### config.mk
export PLATFORM = sky130hd
export DESIGN_NAME = spram_arbiter
export DESIGN_NICKNAME = d
export VERILOG_FILES = /design/src/rtl/spram_arbiter.sv
export SDC_FILE = /design/constraint.sdc
export NUM_CORES = 1
export LEC_CHECK = 0
export BUFFER_PORTS_ARGS = -buffer_cell sky130_fd_sc_hd__buf_4
export CAP_MARGIN = 10
export CORE_ASPECT_RATIO = 1.5
export CORE_MARGIN = 4
export CORE_UTILIZATION = 46
export DETAILED_ROUTE_END_ITERATION = 10
export GPL_ROUTABILITY_DRIVEN = 0
export PLACE_DENSITY = 0.76
export REMOVE_ABC_BUFFERS = 1
export SYNTH_ARGS = -nofsm -noshare
export SYNTH_HDL_FRONTEND = slang
export SYNTH_SLANG_ARGS = --single-unit
### constraint.sdc
create_clock -name clock_a -period 1.6 [get_ports clock_a]
set_input_delay 0.16 -clock clock_a [delete_from_list [all_inputs] [get_ports clock_a]]
set_output_delay 0.16 -clock clock_a [all_outputs]
set_load 0.01 [all_outputs]
### src/rtl/spram_arbiter.sv
// Clears a single-port RAM after reset, then round-robin shares it between two requesters.
// Latency: ack one cycle after grant, read data combinational from ram_q; backpressure: req held until ack, loser waits.
module spram_arbiter #(
    parameter int                    ADDR_WIDTH  = 15,
    parameter int                    DATA_WIDTH  = 8,
    parameter logic [DATA_WIDTH-1:0] INIT_VALUE  = '0,
    parameter bit                    INIT_ENABLE = 1'b1
) (
    input  logic                  clock_a,
    input  logic                  reset,
    output logic                  init_done,
    input  logic                  r0_req,
    input  logic                  r0_we,
    input  logic [ADDR_WIDTH-1:0] r0_addr,
    input  logic [DATA_WIDTH-1:0] r0_wdata,
    output logic                  r0_ack,
    output logic [DATA_WIDTH-1:0] r0_rdata,
    input  logic                  r1_req,
    input  logic                  r1_we,
    input  logic [ADDR_WIDTH-1:0] r1_addr,
    input  logic [DATA_WIDTH-1:0] r1_wdata,
    output logic                  r1_ack,
    output logic [DATA_WIDTH-1:0] r1_rdata,
    output logic [ADDR_WIDTH-1:0] ram_address,
    output logic [DATA_WIDTH-1:0] ram_data,
    output logic                  ram_enable,
    output logic                  ram_wren,
    input  logic [DATA_WIDTH-1:0] ram_q
);

    typedef enum logic {INIT, RUN} state_t;

    state_t                state;
    logic [ADDR_WIDTH-1:0] sweep_cnt;
    logic [1:0]            outstanding;
    logic                  last_grant;
    logic [1:0]            eligible;
    logic                  grant_vld;
    logic                  grant_sel;

    // A requester whose access is in flight is masked so its still-high req is not granted twice.
    assign eligible = {r1_req, r0_req} & ~outstanding;

    always_comb begin
        grant_vld = (state == RUN) && (eligible != 2'b00);
        grant_sel = 1'b0;
        if (eligible == 2'b11) begin
            grant_sel = ~last_grant;
        end else if (eligible == 2'b10) begin
            grant_sel = 1'b1;
        end
    end

    assign r0_rdata = ram_q;
    assign r1_rdata = ram_q;

    always_ff @(posedge clock_a) begin
        if (reset) begin
            state       <= INIT_ENABLE ? INIT : RUN;
            sweep_cnt   <= '0;
            outstanding <= 2'b00;
            last_grant  <= 1'b1;
            init_done   <= 1'b0;
            r0_ack      <= 1'b0;
            r1_ack      <= 1'b0;
            ram_enable  <= 1'b0;
            ram_wren    <= 1'b0;
            ram_address <= '0;
            ram_data    <= '0;
        end else begin
            r0_ack <= outstanding[0];
            r1_ack <= outstanding[1];
            if (state == INIT) begin
                outstanding <= 2'b00;
                ram_enable  <= 1'b1;
                ram_wren    <= 1'b1;
                ram_address <= sweep_cnt;
                ram_data    <= INIT_VALUE;
                sweep_cnt   <= sweep_cnt + ADDR_WIDTH'(1);
                // init_done follows one cycle later, once the last address has been driven.
                if (sweep_cnt == '1) begin
                    state <= RUN;
                end
            end else begin
                init_done <= 1'b1;
                if (grant_vld) begin
                    ram_enable  <= 1'b1;
                    ram_wren    <= grant_sel ? r1_we    : r0_we;
                    ram_address <= grant_sel ? r1_addr  : r0_addr;
                    ram_data    <= grant_sel ? r1_wdata : r0_wdata;
                    outstanding <= grant_sel ? 2'b10 : 2'b01;
                    last_grant  <= grant_sel;
                end else begin
                    ram_enable  <= 1'b0;
                    ram_wren    <= 1'b0;
                    outstanding <= 2'b00;
                end
            end
        end
    end

endmodule

* After elaboration in Yosys (flattened, before gate mapping) *
Index checks and enable logic that the tools add are counted.

storage, ports and cells
  output and inout port bits = 44
  flip-flop bits (word level) = 47
  input port bits = 60

cells by class
  reductions and logical operators = 5
  mux-type cells = 14
  add/subtract/negate cells = 1
  equal/unequal tests = 4
  bitwise gates (word level) = 5

operator list
  kind                                                                     number
  15-bit 2-to-1 mux                                                        3
  15-bit by 1-bit adder with 15-bit output, second input constant          1
  15-bit == test, second input constant                                    1
  1-bit 2-to-1 mux                                                         9
  8-bit 2-to-1 mux                                                         1
  2-bit == test, second input constant                                     2
  1-bit NOT                                                                3
  3-bit OR reduction                                                       1
  2-bit bitwise AND                                                        1
  2-bit 2-to-1 mux                                                         1
  2-bit by 1-bit inequality test with 1-bit output, second input constant  1
  2-bit NOT                                                                1
  2-bit AND reduction                                                      1
  2-bit nonzero test                                                       1
  2-bit OR reduction                                                       1
  1-bit logical AND                                                        1

* Logic depth before layout (Yosys ltp) *
  depth after elaboration = 8
  mapped depth = 6
  mapped depth without buffers = 5

* Worst setup path after synthesis *
Ideal clock, no wire load.

  path kind = reg-to-reg
  start point = register sweep_cnt[0]
  end point = register sweep_cnt[14]
  cell stages (with the launch flop) = 6
  library setup time = 0.128 ns
  clock period less this slack = 1.404 ns
  data arrival time = 1.277 ns
  path slack = 0.196 ns
  cell sequence = dfxtp_1 -> ha_1 -> nand4b_1 -> nor4_1 -> xnor2_1 -> nor2_1

on the way
  cells in the longest elaborated chain, start to end = 1

RTL lines
  element                                   RTL line  RTL
  start, declared                           34        logic [ADDR_WIDTH-1:0] sweep_cnt;
  start signal, assigned                    79        sweep_cnt <= sweep_cnt + ADDR_WIDTH'(1);
  15-bit by 1-bit adder with 15-bit output  79

No other way between the ends.
A chain may end at the register's enable or synchronous reset.

* Worst setup path in the final report *
  start point = register sweep_cnt[0]
  end point = register sweep_cnt[12]

The elaborated chain is that of the path after synthesis.

==> summary.txt <==
Status
  – Status: finished clean

Synthesis
  – Post-synth cell types: 34
  – Yosys warnings: 0
  – Most common cell in the synthesized netlist: dfxtp_1
  – Mapped Cells: 247
  – Post-synthesis register bit count: 47
  – Syn Area/Cell: approximately 9 um^2
  – Area of the mapped netlist: ~2200 um^2
  – Main synth FF type: dfxtp_1
  – FFs w/ async S/R, synth: 0
  – Synth top area share: 0.422
  – Synth top cells by count: dfxtp_1 (47), nor2_1 (35), nor2b_1 (20), buf_4 (18)
  – Dominant cells by area after synthesis: dfxtp_1 (42%), mux2i_1 (7.2%), buf_4 (6.1%)
  – Sequential share of the synthesized area: 0.422
  – Synth area leader: dfxtp_1
  – Post-synth EDFFs: 0

Timing
  – Slew HR: 0.727
  – Final period util: 0.897
  – Fmax achieved: 697 MHz
  – Slew @ Worst Pin: 406 ps
  – Setup Skew: 7.89 ps
  – Fin. max-slew vios: 0
  – RSZ-0062 raised after global routing: true
  – Setup Viol. Count Final: 0
  – Setup TNS: 0 ps
  – Fin. Hold Viols: 0
  – Minimum clock period: 1440 ps

Worst hold path
  – Tightest Hold Check Type: in -> reg
  – Hold depth: 3

Setup path
  – Crit-path max cell delay: 340 ps
  – Levels on crit path: 5
  – Buffers and inverters on the worst path: 0
  – CP Launch Type: register
  – Delay-heaviest family, CP: simple AND/OR/NAND/NOR gates
  – R2R depth: 5
  – CP cell instances: ha_1, nand4b_1, nor4_1, xnor2_1, nor2_1
  – Worst path slowest cell: dfxtp_1
  – Critical path data arrival time: 1620 ps
  – Worst-path fanout max: 7
  – Crit Path Class: reg -> reg
  – Critical Path Sink Type: register
  – WP data required: 1780 ps

Floorplanning
  – Initial Util: 0.483
  – Die H: 93.3 um
  – Die area: 6050 um^2
  – Die Wd: approximately 65 um
  – Core area: 4620 um^2
  – Num ports: about 100
  – # rows: 30

Route
  – Initial drt markers: 70
  – DR vias: 2051
  – TritonRoute pass-1 iters: 4
  – Wire per inst: 15.1 um
  – Met2 WL: slightly below 3000 um
  – Routed WL: 5720 um
  – Top sig layer: met4
  – Post-route antenna net violation count: 0
  – Via density: 5.40
  – DR WL met3: a little over 400 um
  – DRC errors left: 0
  – Met1 Routed Length: 2290 um

Global routing
  – GRT Total Usage: 0.194
  – Pin count of the biggest net entering global routing: 25
  – Vias in the first global route: 1958
  – Initial antenna violation count: 0
  – First-pass GRT wire length: 9240 um
  – Overall overflow remaining after global route: 0

Finish
  – Layout cells sized above 1: 0.326
  – Area grow syn2layout: 32.3%
  – Ant diodes: 0
  – Nets: 376
  – Final Util: 0.639
  – Final Non-Filler Cells: between 300 and 400

Clock network
  – Num CTS Buffers: 5
  – Clk Latency, worst-skew pair: roughly 300 ps
  – Clk buf depth: 2
  – # resized after CTS: 0
  – CTS sink count: between 40 and 50
  – CTS tree: yes
  – CTS clk-pin slew, worst paths: around 90 ps
  – Post-CTS setup buffers: 0
  – Hold-fix buffers at CTS: 0
  – Root buf cell: clkbuf_8
  – H-tree depth: 2

Placed design
  – # placed instances: 372
  – HPWL Detailed: 4350 um
  – Port Buffers: between 70 and 80

Flow run
  – MaxCap Viol Count: 0

Power and ir drop
  – Pleak: around 1.3 nW
  – Maximum VDD drop: around 0.00054 V
  – Cell Pwr Density: about 830 nW/um^2
[power by group]
| group | internal (mW) | leakage, nW | switching [mW] |
|---|---|---|---|
| clock network | 0.624 | 0.0654 | 0.394 |
| registers | 1.18 | 0.380 | 0.00967 |
| logic | 0.144 | 0.898 | 0.101 |
| total | 1.95 | 1.34 | 0.504 |
[logic make-up (layout without fill, tap and decap cells)]
family          count (synthesis)  count (layout)  synth area share
simple gates                   87              87             0.210
compound gates                 53              53             0.157
flops                          47              47             0.422
buf+inv                        33             102            0.0931
mux                            17              17            0.0769
xor+xnor                        9               9            0.0354
fa+ha+maj                       1               1           0.00561
[stage by stage]
step                hold WS, ps  total power [mW]  instance area [um^2]  setup slack [ps]
floorplan                   227              1.30                  2030              -405
global placement            320              1.46                  2820               258
detailed placement          320              1.47                  2820               217
CTS                        76.6              2.47                  2950               160
global route               66.7              2.55                  2950             -15.9
finish                     78.3              2.46                  2950               164
[final cells by class]
| class | count | area (um^2) |
|---|---|---|
| fill | 404 | 1670 |
| multi-input combinational | 167 | 1080 |
| sequential | 47 | 941 |
| timing repair buffer | 93 | 711 |
| tap | 64 | 80.1 |
| clock buffer | 6 | 72.6 |
| clock inverter | 2 | 60.1 |
| inverter | 1 | 3.75 |
[per-layer routing]
layer	track usage	vias to the layer above
met5	0	-
met4	0.0635	0
met3	0.0601	6
met2	0.343	84
met1	0.218	949
li1	-	1012
[worst reg2reg max path, cell delays in order, from the launching register on]
cell	delay, ps
dfxtp_1	340
ha_1	180
nand4b_1	250
nor4_1	310
xnor2_1	170
nor2_1	70
[worst paths after layout]
path                                   start       endpoint  slack (ps)
worst min register to register     init_done      init_done         480
worst min-delay path             r0_wdata[7]    ram_data[7]          80
worst max-delay path            sweep_cnt[0]  sweep_cnt[12]         160
worst max register to register  sweep_cnt[0]  sweep_cnt[12]         160
[flip-flops by register name, summed over array words and instances, names as in the netlist]
register     count
ram_address     15
sweep_cnt       15
ram_data         8
outstanding      2
init_done        1
last_grant       1
r0_ack           1
r1_ack           1
ram_enable       1
ram_wren         1
state            1
[cells in the final DEF (no fill, tap or decap), types with 3 or more instances in the layout]
cell type  instances
dfxtp_1           47
nor2_1            35
nand4_1            5
o21ai_0            3
nor2b_1           20
a21o_1             4
a21oi_1            5
nand2_1            6
xnor2_1            4
nor4_1             4
o22ai_1           15
a31oi_1           16
nand3_1            3
xor2_1             5
buf_4             92
clkbuf_8           5
o221ai_1           8
mux2i_1           16
(Power assumes the default switching activity.)
